[src/rtl/eight_port_rr_arbiter.sv]
// rtl/eight_port_rr_arbiter.sv - packet-aware 8-port round-robin arbiter driving an 8:1 data mux
module EightInputMux #(
    parameter int WIDTH = 64
) (
    input  logic [WIDTH-1:0] i_data [7:0],
    input  logic [2:0]       i_sel,
    output logic [WIDTH-1:0] o_data
);
    assign o_data = i_data[i_sel];
endmodule

module eight_port_rr_arbiter #(
    parameter int WIDTH = 64
) (
    input  logic             i_clk,
    input  logic             i_rst,
    input  logic [7:0]       i_in_valid,
    input  logic [7:0]       i_in_last,
    input  logic [WIDTH-1:0] i_in_data [7:0],
    output logic [7:0]       o_in_ready,
    output logic [2:0]       o_sel,
    output logic             o_out_valid,
    output logic [WIDTH-1:0] o_out_data,
    output logic             o_out_last,
    output logic [2:0]       o_out_port,
    input  logic             i_out_ready
);
    typedef enum logic {
        ST_IDLE,
        ST_LOCKED
    } state_t;

    state_t           r_state;
    state_t           w_state_next;
    logic [2:0]       r_rr_ptr;
    logic [2:0]       w_rr_ptr_next;
    logic [2:0]       r_lock_port;
    logic [2:0]       w_lock_port_next;
    logic [2:0]       w_rr_pick;
    logic [2:0]       w_sel;
    logic             w_load_en;
    logic             w_accept;
    logic             w_acc_last;
    logic [WIDTH-1:0] w_mux_data;

    // First valid port at or above ptr, wrapping; ptr itself when nobody is valid.
    function automatic logic [2:0] rr_pick(input logic [7:0] valid, input logic [2:0] ptr);
        logic [2:0] idx;
        rr_pick = ptr;
        for (int k = 7; k >= 0; k--) begin
            idx = ptr + 3'(k);
            if (valid[idx]) rr_pick = idx;
        end
    endfunction

    assign w_rr_pick  = rr_pick(i_in_valid, r_rr_ptr);
    assign w_sel      = (r_state == ST_LOCKED) ? r_lock_port : w_rr_pick;
    assign w_load_en  = !o_out_valid || i_out_ready;
    assign o_in_ready = (!i_rst && w_load_en && i_in_valid[w_sel]) ? (8'd1 << w_sel) : 8'd0;
    assign o_sel      = w_sel;
    assign w_accept   = |o_in_ready;
    assign w_acc_last = i_in_last[w_sel];

    EightInputMux #(.WIDTH(WIDTH)) u_mux (
        .i_data (i_in_data),
        .i_sel  (w_sel),
        .o_data (w_mux_data)
    );

    always_comb begin
        w_state_next     = r_state;
        w_rr_ptr_next    = r_rr_ptr;
        w_lock_port_next = r_lock_port;
        case (r_state)
            ST_IDLE: begin
                if (w_accept) begin
                    if (w_acc_last) begin
                        w_rr_ptr_next = w_sel + 3'd1;
                    end else begin
                        w_state_next     = ST_LOCKED;
                        w_lock_port_next = w_sel;
                    end
                end
            end
            ST_LOCKED: begin
                if (w_accept && w_acc_last) begin
                    w_state_next  = ST_IDLE;
                    w_rr_ptr_next = r_lock_port + 3'd1;
                end
            end
            default: w_state_next = ST_IDLE;
        endcase
    end

    always_ff @(posedge i_clk or posedge i_rst) begin
        if (i_rst) begin
            r_state     <= ST_IDLE;
            r_rr_ptr    <= 3'd0;
            r_lock_port <= 3'd0;
        end else begin
            r_state     <= w_state_next;
            r_rr_ptr    <= w_rr_ptr_next;
            r_lock_port <= w_lock_port_next;
        end
    end

    // Single-entry output stage; a new accept overwrites a beat being drained this cycle.
    always_ff @(posedge i_clk or posedge i_rst) begin
        if (i_rst) begin
            o_out_valid <= 1'b0;
            o_out_data  <= '0;
            o_out_last  <= 1'b0;
            o_out_port  <= 3'd0;
        end else if (w_accept) begin
            o_out_valid <= 1'b1;
            o_out_data  <= w_mux_data;
            o_out_last  <= w_acc_last;
            o_out_port  <= w_sel;
        end else if (i_out_ready) begin
            o_out_valid <= 1'b0;
        end
    end
endmodule
[config.mk]
export PLATFORM = sky130hd
export DESIGN_NAME = eight_port_rr_arbiter
export DESIGN_NICKNAME = d
export VERILOG_FILES = /design/src/rtl/eight_port_rr_arbiter.sv
export SDC_FILE = /design/constraint.sdc
export NUM_CORES = 1
export LEC_CHECK = 0
export CORE_AREA = 4 4 237 239
export DETAILED_ROUTE_END_ITERATION = 16
export DIE_AREA = 0 0 241 243
export GPL_TIMING_DRIVEN = 1
export MAX_ROUTING_LAYER = met4
export PLACE_DENSITY = 0.39
export SKIP_LAST_GASP = 1
export SYNTH_ARGS = -nofsm -noshare
export SYNTH_HDL_FRONTEND = slang
export SYNTH_SLANG_ARGS = --single-unit
[constraint.sdc]
create_clock -name i_clk -period 18.42 [get_ports i_clk]
set_input_delay 5.526 -clock i_clk [delete_from_list [all_inputs] [get_ports i_clk]]
set_output_delay 5.526 -clock i_clk [all_outputs]
set_load 0.005 [all_outputs]
# [After elaboration in Yosys (flattened, before gate mapping)]
# Cells that the tools add are included.
[totals] regBits=76 latchBits=0 ramBits=0 rom_bits=0 in_bits=531 output_inout_bits=80 memories=0
[op_classes] add_sub_neg=9 multipliers=0 n_div=0 magnitude_cmp=9 n_eq_ne=3 shift=1 mux=42 bitwise=2 reduce_logical=10
[ops] operator="$bmux 64 s3" n=1
[ops] operator="$mux 64" n=1
[ops] operator="$lt 3x4->1 const B" n=9
[ops] operator="$mux 3" n=12
[ops] operator="$bmux 1 s3" n=10
[ops] operator="$mux 1" n=15
[ops] operator="$add 3x3->3 const B" n=4
[ops] operator="$add 3x1->3 const B" n=3
[ops] operator="$mux 8" n=1
[ops] operator="$reduce_or 8->1" n=1
[ops] operator="$shl 1x3->8 const A" n=1
[ops] operator="$add 3x2->3 const B" n=2
[ops] operator="$pmux 3 s2" n=1
[ops] operator="$reduce_and 3->1" n=2
[ops] operator="$ne 2x2->1 const B" n=2
[ops] operator="$logic_and 1x1->1" n=3
[ops] operator="$logic_not 1->1" n=2
[ops] operator="$ne 2x1->1 const B" n=1
[ops] operator="$not 1->1" n=2
[ops] operator="$pmux 1 s2" n=1
[ops] operator="$reduce_bool 2->1" n=1
[ops] operator="$logic_or 1x1->1" n=1

# [Longest topological paths before layout]
# Gate-level depths: netlist (run 1).
[logic_depth] ltp_word=20 depth_mapped=22 mapped_depth_nobuf=14

# [By module]
# From an unflattened synthesis (run 1), not the netlist that was laid out.
[hier_totals] hier_cells=574 area_unflattened_um2=8042.7
[modules_own_cells] module="eight_port_rr_arbiter" instances=1 cells_per_inst=347 area_each_um2=4210.3 seq_area_each_um2=1901.8
[modules_own_cells] module="EightInputMux" instances=1 cells_per_inst=227 area_each_um2=3832.4 seq_area_each_um2=0.0

# [Least setup slack after synthesis (run 1)]
# Ideal clock, no wire load.
[synth_path] kind="input to output" from="input port i_in_valid[4]" to="output port o_in_ready[2]" arrival_time_ns=8.666 required_ns=12.894 path_slack_ns=4.228 cell_stages=14 n_path_buf=4 cell_sequence="clkbuf_1 mux4_2 mux2i_1 nor2_1 or2_2 a21oi_1 a32oi_4 inv_2 buf_2 buf_1 clkbuf_1 ha_1 inv_1 nor2_1"
[synth_between] elab_chain_cells=15 elab_cells_between_ends=30 classes_between="1 x shift; 28 x mux; 1 x reduce/logical"
[synth_rtl] element="from (decl)" line="17" rtl="input logic [7:0] i_in_valid,"
[synth_rtl] element="$bmux 1 s3" line="52" rtl="if (valid[idx]) rr_pick = idx;"
[synth_rtl] element="$mux 1 (not written as such)" line="52"
[synth_rtl] element="$mux 3 (7 in a row)" line="52"
[synth_rtl] element="$mux 3 *" line="52"
[synth_rtl] element="$mux 3 *" line="57" rtl="assign w_sel = (r_state == ST_LOCKED) ? r_lock_port : w_rr_pick;"
[synth_rtl] element="via o_sel[1]" line="21" rtl="output logic [2:0] o_sel,"
[synth_rtl] element="$bmux 1 s3" line="59" rtl="assign o_in_ready = (!i_rst && w_load_en && i_in_valid[w_sel]) ? (8'd1 << w_sel) : 8'd0;"
[synth_rtl] element="$mux 1 (not written as such)" line="59"
[synth_rtl] element="$logic_and 1x1->1" line="59"
[synth_rtl] element="$mux 8 *" line="59"
[synth_rtl] element="to (decl)" line="20" rtl="output logic [7:0] o_in_ready,"
# The timed path passes the listed nets; every way through them passes the cells marked *. The select of a mux whose other input is x is not followed.

# [Final worst setup path (run 1)]
[layout_path] from="input port i_in_valid[5]" to="output port o_in_ready[5]"
[layout_between] elab_chain_cells=15 elab_cells_between_ends=30 classes_between="1 x shift; 28 x mux; 1 x reduce/logical"
[layout_rtl] element="$bmux 1 s3" line="52"
[layout_rtl] element="$mux 1 (not written as such)" line="52"
[layout_rtl] element="$mux 3 (8 in a row)" line="52"
[layout_rtl] element="$mux 3" line="57"
[layout_rtl] element="$bmux 1 s3" line="59"
[layout_rtl] element="$mux 1 (not written as such)" line="59"
[layout_rtl] element="$logic_and 1x1->1" line="59"
[layout_rtl] element="$mux 8 *" line="59"
# Every way passes the cells marked *; elsewhere a longest branch is shown, timed or not. The select of a mux whose other input is x is not followed.

==> run metrics, run 1 <==
layout cells sized above 1 5.62%; Residual DRC 0; vias in the first global route 11000; Detail Placement HPWL 41.7 mm; Internal 1450 uW; WL per Instance 22.3 um; Clock power frac 7.5%; grt total ovfl 0; root buffer cell clkbuf_16; delay-heaviest family, CP buffers and inverters; fin area 15700 um^2; Slew Viols, Final 0; Pleak 0.00686 uW; cell area after synthesis 8580 um^2; clock-pin slew on the worst setup and hold paths 0.06 ns; fin crit share 84.0%; top cells by count, synth nand2_1 (274), mux2i_1 (248), dfrtp_1 (76); CP max stage cell clkdlybuf4s50_1; Post-DRT Antenna Nets 0; leading area contributor after synthesis mux2i_1; final setup fails 0; DRT Pass-1 Iters 4; Setup crit end kind output port; largest net degree at the start of global routing 107; largest stage delay on the critical path 0.62 ns; initial antenna violation count 10; min-delay src o_out_data[19]; critical path required time 12.89 ns; Syn-to-layout area delta 83.0%; WL final 52.1 mm; CTS max path bufs 2; Tmin final 15.48 ns; Reg2Reg Launch Point r_rr_ptr[0]; Overall Power 3080 uW; Synth Flop Type dfrtp_1; CP Cell Sequence clkdlybuf4s50_1 > mux4_2 > a211oi_1 > nor2b_1 > o32ai_1 > or4_4 > a32oi_4 > inv_8 > mux2i_1 > mux2i_1 > and3_1 > and2_1 > clkdlybuf4s50_1; Nets 2169; WHS Endpoint o_out_data[19]; Total GRT Usage 17.5%; routed via count 10100; R2R setup slack 11.67 ns; Distinct cells, synth 55; Die Wd 241 um; Max-slew headroom 31.0%; status finished, final reports clean; 1st-iter DRT viols 390; max-capacitance violation count 0; sequential area share after synthesis 22.2%; IO Pins 611; Clock Skew 0.00962 ns; vias per inst 4.32; RR Endpoint o_out_data[17]; Sink Count 76; setup TNS 0 ns; Resize count post-CTS 0; f_max 0.0646 GHz; RSZ-0062 raised after global routing false; largest cells by area after synthesis mux2i_1 (29%), dfrtp_1 (22%), nand2_1 (12%); Hold-fix buffers, CTS 0; FFs w/ async S/R, synth 100%; Hold Path Depth 2; Post-CTS Setup Bufs 0; most instantiated library cell after synthesis nand2_1; CTS tree yes; Placer Congestion 0.799; flops & latches, synth 76; first-pass GRT wire length 74.4 mm; Gate power share 82.0%; P per Cell Area 196 nW/um^2; core area 53800 um^2; Yosys top cell area share 28.9%; worst setup margin 2.94 ns; Peak VDD IR 0.000197 V; Synth Instances 1091; R2R cell count 15; worst hold slack 0.476 ns; Post-synth EDFFs 0; crit-path max FO 63; yosys warns 0; H-tree depth 3; worst skew pair latency 0.37 ns; Die Area 58600 um^2; power share of the sequential group 10.5%; IO Port Bufs 610; Synth Area per Inst 7.87 um^2; Critical Path Start Type input pin; fill count 5891; Psw 1630 uW; Critical path buffers and inverters 3; FP Rows 85; placed cell area 15300 um^2; Critical Path Start i_in_valid[5]; TritonCTS Buffers 9; hold crit path type register to register; Sw Ratio 53.0%; Syn Nets 1629; endpoints failing hold 0; crit path DAT 9.95 ns; slew of the pin with the lowest slew margin 1.03 ns; Starting Density 15.9%; CP Class input pin to output port; Die H 243 um; pre-CTS setup slack 2.91 ns
==> final cells by class <==
cell class	instances	area, um^2	area share, %
Tap cell	696	871	5.54
Timing Repair Buffer	624	6220	39.6
Antenna cell	10	25.0	0.159
Clock buffer	13	280	1.78
Multi-Input combinational cell	902	6230	39.7
Sequential cell	76	1900	12.1
Clock inverter	3	90.1	0.574
Inverter	18	82.6	0.526
==> metrics by stage <==
stage	instances	utilization, %
finish	2342	29.2
global route	2342	29.2
CTS	2332	29.1
detailed placement	2316	28.4
global placement	2316	28.4
floorplan	1091	-
==> metal layers <==
metal,GRT usage (%),up-vias,share of wire [%]
met3,4.21,25,6.8
met2,31.5,365,52
met4,3.56,0,1.3
li1,-,5016,-
met1,19.8,4719,40
met5,-,-,0
==> cell families after synthesis <==
group / after synthesis / synth area share [%]
adders and majority gates: 7 / 1.02
and+or+nand+nor: 450 / 22.7
buffers and inverters: 113 / 5.67
DFF: 76 / 22.2
AOI/OAI and AO/OA: 143 / 11.2
xor gates and xnor gates: 4 / 0.408
muxes: 298 / 36.8
==> worst reg2reg max path, stage by stage, from the launching register on <==
cell and delay (ns):
dfrtp_1 1.01, inv_1 0.27, ha_1 0.71, mux2i_1 0.42, o221ai_1 0.23, nor3_1 0.31, o32ai_1 0.16, or4_4 0.45
a32oi_4 0.51, inv_8 0.30, ha_1 0.32, o41ai_1 0.39, buf_4 0.22, a21o_4 0.42, buf_4 0.63, o21ai_0 0.26
==> placed cells by master, fill, tap and decap left out, types with 4 or more instances in the layout <==
master	count
o21ai_1	9
and2_1	6
clkbuf_16	9
a211oi_1	32
dfrtp_1	76
a21oi_1	5
a31oi_1	31
nand3_1	70
nor2_1	45
mux2_2	38
ha_1	7
nand4_1	34
mux2i_1	248
mux4_2	10
nand2b_1	4
nand2_1	274
buf_4	13
o21ai_0	32
inv_1	15
diode_2	10
clkdlybuf4s50_1	610
clkbuf_8	4
==> how the worst max path moves through the flow <==
| stage | endpoint | slack (ns) | cells after the start |
|---|---|---|---|
| detailed placement | o_in_ready[5] | 2.91 | 12 |
| global route | o_in_ready[5] | 2.66 | 12 |
| floorplan | o_in_ready[2] | 4.23 | 14 |
| finish | o_in_ready[5] | 2.94 | 13 |
| CTS | o_in_ready[5] | 2.91 | 13 |
| global placement | o_in_ready[6] | 2.92 | 13 |
==> registers in the layout, summed over array words and instances, names as in the netlist, named ones only <==
name,cells
o_out_data,64
o_out_port,3
r_lock_port,3
r_rr_ptr,3
o_out_last,1
o_out_valid,1
==> power groups by stage <==
stage,clock network (uW),logic [uW],registers [uW]
6_report,231,2520,323
5_1_grt,246,2800,335
4_1_cts,242,2590,324
3_5_place_dp,0,2590,326
3_3_place_gp,0,2590,324
2_1_floorplan,0,1720,307
Note: power is estimated with default switching activity, not from simulation.
==> run 2, diff against run 1 <==
--- a/config.mk
+++ b/config.mk
@@ -5,12 +5,12 @@
 export SDC_FILE = /design/constraint.sdc
 export NUM_CORES = 1
 export LEC_CHECK = 0
-export CORE_AREA = 4 4 237 239
+export CORE_AREA = 4 4 232 234
 export DETAILED_ROUTE_END_ITERATION = 16
-export DIE_AREA = 0 0 241 243
+export DIE_AREA = 0 0 236 238
 export GPL_TIMING_DRIVEN = 1
 export MAX_ROUTING_LAYER = met4
-export PLACE_DENSITY = 0.39
+export PLACE_DENSITY = 0.4
 export SKIP_LAST_GASP = 1
 export SYNTH_ARGS = -nofsm -noshare
 export SYNTH_HDL_FRONTEND = slang
==> constraint.sdc (replaced) <==
create_clock -name i_clk -period 14.55 [get_ports i_clk]
set_input_delay 4.365 -clock i_clk [delete_from_list [all_inputs] [get_ports i_clk]]
set_output_delay 4.365 -clock i_clk [all_outputs]
set_load 0.005 [all_outputs]
==> run 2 against run 1 <==
Wire length is 3.8% lower. Setup slack worse by 1.5 ns. First-iteration DRC count is 1.0% lower. Power is 25% higher. Sequential share of layout area is 0.053 points higher. Clock power is 10% higher. Clock-buffer cell count is 4 lower. Global-route usage hardly changed. Critical path depth stayed put. Final cell count is 0.34% lower.
==> run metrics, run 2 (synthesis results as in run 1) <==
status finished, final reports clean; IO Port Bufs 610; min-delay src o_out_port[2]; Clock power frac 6.6%; R2R setup slack 7.20 ns; Peak VDD IR 0.000292 V; fin area 15600 um^2; crit-path max FO 41; Psw 2040 uW; critical path required time 10.18 ns; Slew Viols, Final 0; Overall Power 3850 uW; RR Endpoint o_out_data[61]; most frequent cells in the layout clkdlybuf4s50_1 (610), nand2_1 (274), mux2i_1 (248); Placer Congestion 0.836; worst setup margin 1.43 ns; Residual DRC 0; Die Wd 236 um; slew of the pin with the lowest slew margin 1.17 ns; f_max 0.0762 GHz; DRT Pass-1 Iters 5; Detail Placement HPWL 40.1 mm; endpoints failing hold 0; largest net degree at the start of global routing 130; Total GRT Usage 17.5%; H-tree depth 3; TritonCTS Buffers 9; CTS tree yes; Tmin final 13.12 ns; Post-DRT Antenna Nets 0; P per Cell Area 246 nW/um^2; IO Pins 611; Die H 238 um; Sw Ratio 53.1%; Critical Path Start Type input pin; Reg2Reg Launch Point r_rr_ptr[0]; most flop-heavy register o_out_data; first-pass GRT wire length 73.0 mm; Largest register FFs 64; CP Cell Sequence clkdlybuf4s50_1 > mux4_2 > mux2i_1 > mux2_2 > o311ai_1 > or4_4 > a32oi_4 > inv_8 > mux2i_1 > mux2i_1 > and3_1 > and2_1 > clkdlybuf4s50_1; initial antenna violation count 10; Nets 2168; most common cell after layout, fill and taps aside clkdlybuf4s50_1; 1st-iter DRT viols 386; CTS max path bufs 2; crit-path most repeated cell mux2i_1; setup TNS 0 ns; max-capacitance violation count 0; fill count 5699; post-layout util 30.1%; Sink Count 76; largest stage delay on the critical path 0.62 ns; Max-slew headroom 21.7%; grt total ovfl 0; WL per Instance 21.5 um; Setup crit end kind output port; clock-pin slew on the worst setup and hold paths 0.06 ns; layout cells sized above 1 5.57%; Hold Path Depth 1; Resize count post-CTS 0; Starting Density 16.5%; vias in the first global route 10900; hold crit path type register to register; Clock Skew 0.0124 ns; root buffer cell clkbuf_16; CP Class input pin to output port; WHS Endpoint o_out_port[2]; final setup fails 0; Gate power share 82.8%; Pleak 0.00683 uW; FP Rows 84; delay-heaviest family, CP multiplexers; crit path DAT 8.76 ns; CP max stage cell mux4_2; WL final 50.1 mm; placed cell area 15300 um^2; vias per inst 4.34; Post-CTS Setup Bufs 0; Critical path buffers and inverters 3; routed via count 10100; worst skew pair latency 0.36 ns; Die Area 56200 um^2; pre-CTS setup slack 1.43 ns; RSZ-0062 raised after global routing false; power share of the sequential group 10.6%; fin crit share 90.2%; Syn-to-layout area delta 82.2%; Hold-fix buffers, CTS 0; core area 52000 um^2; Internal 1800 uW; R2R cell count 16
[run 2: cell types whose count changed in the layout (fill, tap and decap cells not counted)]
cell and delta:
clkbuf_8 -4, clkinv_2 +3, buf_4 -1, bufinv_16 -1
clkinv_4 +1, clkinvlp_4 +1, diode_2 +1
[run 2: area by class of cell]
| type | count | area (um^2) | share of cell area, % |
|---|---|---|---|
| Multi-Input combinational cell | 902 | 6230 | 39.8 |
| Timing Repair Buffer | 623 | 6220 | 39.8 |
| Sequential cell | 76 | 1900 | 12.2 |
| Tap cell | 688 | 861 | 5.51 |
| Clock buffer | 9 | 225 | 1.44 |
| Clock inverter | 7 | 91.3 | 0.584 |
| Inverter | 18 | 82.6 | 0.528 |
| Antenna cell | 11 | 27.5 | 0.176 |
[run 2: how the worst max path moves through the flow]
stage | startpoint | end | slack (ns) | cells past startpoint
2_1_floorplan | i_in_valid[4] | o_in_ready[2] | 2.68 | 14
3_3_place_gp | i_in_valid[5] | o_in_ready[7] | 1.55 | 13
3_5_place_dp | i_in_valid[5] | o_in_ready[6] | 1.43 | 13
4_1_cts | i_in_valid[4] | o_in_ready[5] | 1.43 | 13
5_1_grt | i_in_valid[4] | o_in_ready[4] | 1.14 | 12
6_report | i_in_valid[5] | o_in_ready[5] | 1.43 | 13
[run 2: metrics by stage]
stage               hold WS (ns)  std cells
global placement           0.463       2307
CTS                        0.486       2323
finish                     0.478       2334
detailed placement         0.469       2307
global route               0.497       2333
floorplan                  0.458       1091
[run 2: routing by layer]
metal / global-route usage [%] / up-vias / routed length, um
met5: - / - / 0
met4: 3.29 / 0 / 437
met3: 4.55 / 18 / 3190
met2: 31.4 / 355 / 26100
met1: 20.0 / 4744 / 20400
li1: - / 5017 / -
[run 2: power groups by stage]
| stage | Combinational [uW] | Sequential (uW) | Clock (uW) |
|---|---|---|---|
| after floorplan | 2180 | 389 | 0 |
| after global placement | 3230 | 408 | 0 |
| after detailed placement | 3240 | 411 | 0 |
| after CTS | 3250 | 408 | 269 |
| after global routing | 3500 | 422 | 276 |
| final | 3190 | 406 | 254 |
==> run 3, diff against run 2 <==
--- a/config.mk
+++ b/config.mk
@@ -10,8 +10,9 @@
 export DIE_AREA = 0 0 236 238
 export GPL_TIMING_DRIVEN = 1
 export MAX_ROUTING_LAYER = met4
-export PLACE_DENSITY = 0.4
+export PLACE_DENSITY = 0.47
 export SKIP_LAST_GASP = 1
+export SLEW_MARGIN = 20
 export SYNTH_ARGS = -nofsm -noshare
 export SYNTH_HDL_FRONTEND = slang
 export SYNTH_SLANG_ARGS = --single-unit
==> run 3 against run 2 <==
Setup slack worse by 0.10 ns. Sequential share of layout area hardly changed. Critical endpoint unchanged. Final cell count unchanged. Non-clock buffer count is 3 higher. Core utilization rose by 0.11 points. Hold slack got worse by 0.0024 ns. Critical path depth stayed put. Clock-buffer cell count up 2. Highest routed layer unchanged. Flip-flop and latch count unchanged.
==> run metrics, run 3 (synthesis results as in run 1) <==
power share of the sequential group 10.2%; RSZ-0062 raised after global routing false; most flop-heavy register o_out_data; f_max 0.0756 GHz; Largest register FFs 64; CTS max path bufs 2; Post-CTS Setup Bufs 0; Clock Skew 0.0172 ns; Reg2Reg Launch Point r_rr_ptr[1]; worst hold slack 0.475 ns; vias per inst 4.39; hold crit path type register to register; P per Cell Area 246 nW/um^2; IO Pins 611; CP Class input pin to output port; most common cell after layout, fill and taps aside clkdlybuf4s50_1; Sink Count 76; endpoints failing hold 0; CP max stage cell clkdlybuf4s50_1; Tmin final 13.23 ns; R2R setup slack 7.90 ns; Nets 2171; CTS tree yes; max-capacitance violation count 0; grt total ovfl 0; vias in the first global route 10900; final setup fails 0; WHS Endpoint o_out_data[37]; min-delay src o_out_data[37]; slew of the pin with the lowest slew margin 1.03 ns; worst skew pair latency 0.38 ns; clock-pin slew on the worst setup and hold paths 0.07 ns; crit path DAT 8.86 ns; Max-slew headroom 31.3%; Clock power frac 6.9%; Residual DRC 0; first-pass GRT wire length 71.1 mm; Psw 2040 uW; fin area 15700 um^2; Hold-fix buffers, CTS 0; Die H 238 um; IO Port Bufs 610; most frequent cells in the layout clkdlybuf4s50_1 (610), nand2_1 (274), mux2i_1 (248); Syn-to-layout area delta 82.8%; initial antenna violation count 7; Hold Path Depth 2; Post-DRT Antenna Nets 0; Die Area 56200 um^2; delay-heaviest family, CP buffers and inverters; Sw Ratio 52.9%; Total GRT Usage 17.1%; largest stage delay on the critical path 0.63 ns; Placer Congestion 0.863; CP Cell Sequence clkdlybuf4s50_1 > mux4_2 > a211oi_1 > nor2b_1 > o32ai_1 > or4_4 > a32oi_4 > inv_8 > mux2i_1 > mux2i_1 > and3_1 > and2_1 > clkdlybuf4s50_1; Starting Density 16.5%; layout cells sized above 1 5.74%; Die Wd 236 um; DRT Pass-1 Iters 4; Internal 1820 uW; fin crit share 90.9%; WL per Instance 20.9 um; root buffer cell clkbuf_16; R2R cell count 16; routed via count 10200; core area 52000 um^2; Critical path buffers and inverters 3; FP Rows 84; Detail Placement HPWL 39.5 mm; RR Endpoint r_lock_port[0]; status finished, final reports clean; largest net degree at the start of global routing 103; placed cell area 15300 um^2; 1st-iter DRT viols 430; Gate power share 82.9%; Pleak 0.00686 uW; Slew Viols, Final 0; Peak VDD IR 0.000245 V; critical path required time 10.18 ns; TritonCTS Buffers 9; H-tree depth 3; Setup crit end kind output port; Resize count post-CTS 0; setup TNS 0 ns; Critical Path Start Type input pin; WL final 48.7 mm; crit-path max FO 50
-- run 3: cell count changes in the layout (fill, tap and decap cells not counted), sizes merged --
cell and change:
clkbuf +2, clkinvlp +1, diode -3, clkinv -3
buf +3
-- run 3: area by class of cell --
type                       count  area [um^2]
antenna                        8         20.0
clock buffer                  11          253
clock inverter                 5         83.8
fill                        5635        36300
inverter                      18         82.6
multi-input combinational    902         6230
sequential                    76         1900
tap                          688          861
timing repair buffer         626         6260
-- run 3: through the flow --
step / utilization (%) / instances / worst slack (ns) / total power [uW]
after floorplan: - / 1091 / 2.68 / 2570
after global placement: 29.4 / 2309 / 1.36 / 3620
after detailed placement: 29.5 / 2310 / 1.29 / 3660
after CTS: 30.1 / 2326 / 1.27 / 3940
after global routing: 30.2 / 2333 / 1.06 / 4220
final: 30.2 / 2334 / 1.32 / 3860
-- run 3: power by group through the flow --
| stage | combinational, uW | sequential [uW] | clock, uW |
|---|---|---|---|
| after detailed placement | 3260 | 399 | 0 |
| after global routing | 3530 | 410 | 286 |
| final | 3200 | 395 | 267 |
| after floorplan | 2180 | 389 | 0 |
| after CTS | 3270 | 396 | 281 |
| after global placement | 3230 | 397 | 0 |
-- run 3: how the worst max path moves through the flow --
| stage | startpoint | cells after the start | endpoint | slack [ns] |
|---|---|---|---|---|
| 5_1_grt | i_in_valid[4] | 12 | o_in_ready[5] | 1.06 |
| 4_1_cts | i_in_valid[4] | 13 | o_in_ready[5] | 1.27 |
| 6_report | i_in_valid[4] | 13 | o_in_ready[5] | 1.32 |
| 3_5_place_dp | i_in_valid[4] | 13 | o_in_ready[5] | 1.29 |
| 2_1_floorplan | i_in_valid[4] | 14 | o_in_ready[2] | 2.68 |
| 3_3_place_gp | i_in_valid[4] | 13 | o_in_ready[5] | 1.36 |
-- run 3: worst reg2reg max path, delay by kind of cell, from the launching register on --
kind	cells	cell delay, ns
AO/OA/AOI/OAI	4	1.33
adder cells (fa/ha/maj)	2	1.07
buffers and inverters	4	1.50
flip-flops	1	0.64
multiplexers	4	1.28
AND/OR/NAND/NOR	2	0.70
-- run 3: layer usage --
layer	routed length, um	vias up	global-route usage (%)
met5	0	-	-
met2	25200	382	30.5
li1	-	5028	-
met3	3010	42	4.29
met1	19700	4796	19.2
met4	818	0	4.27
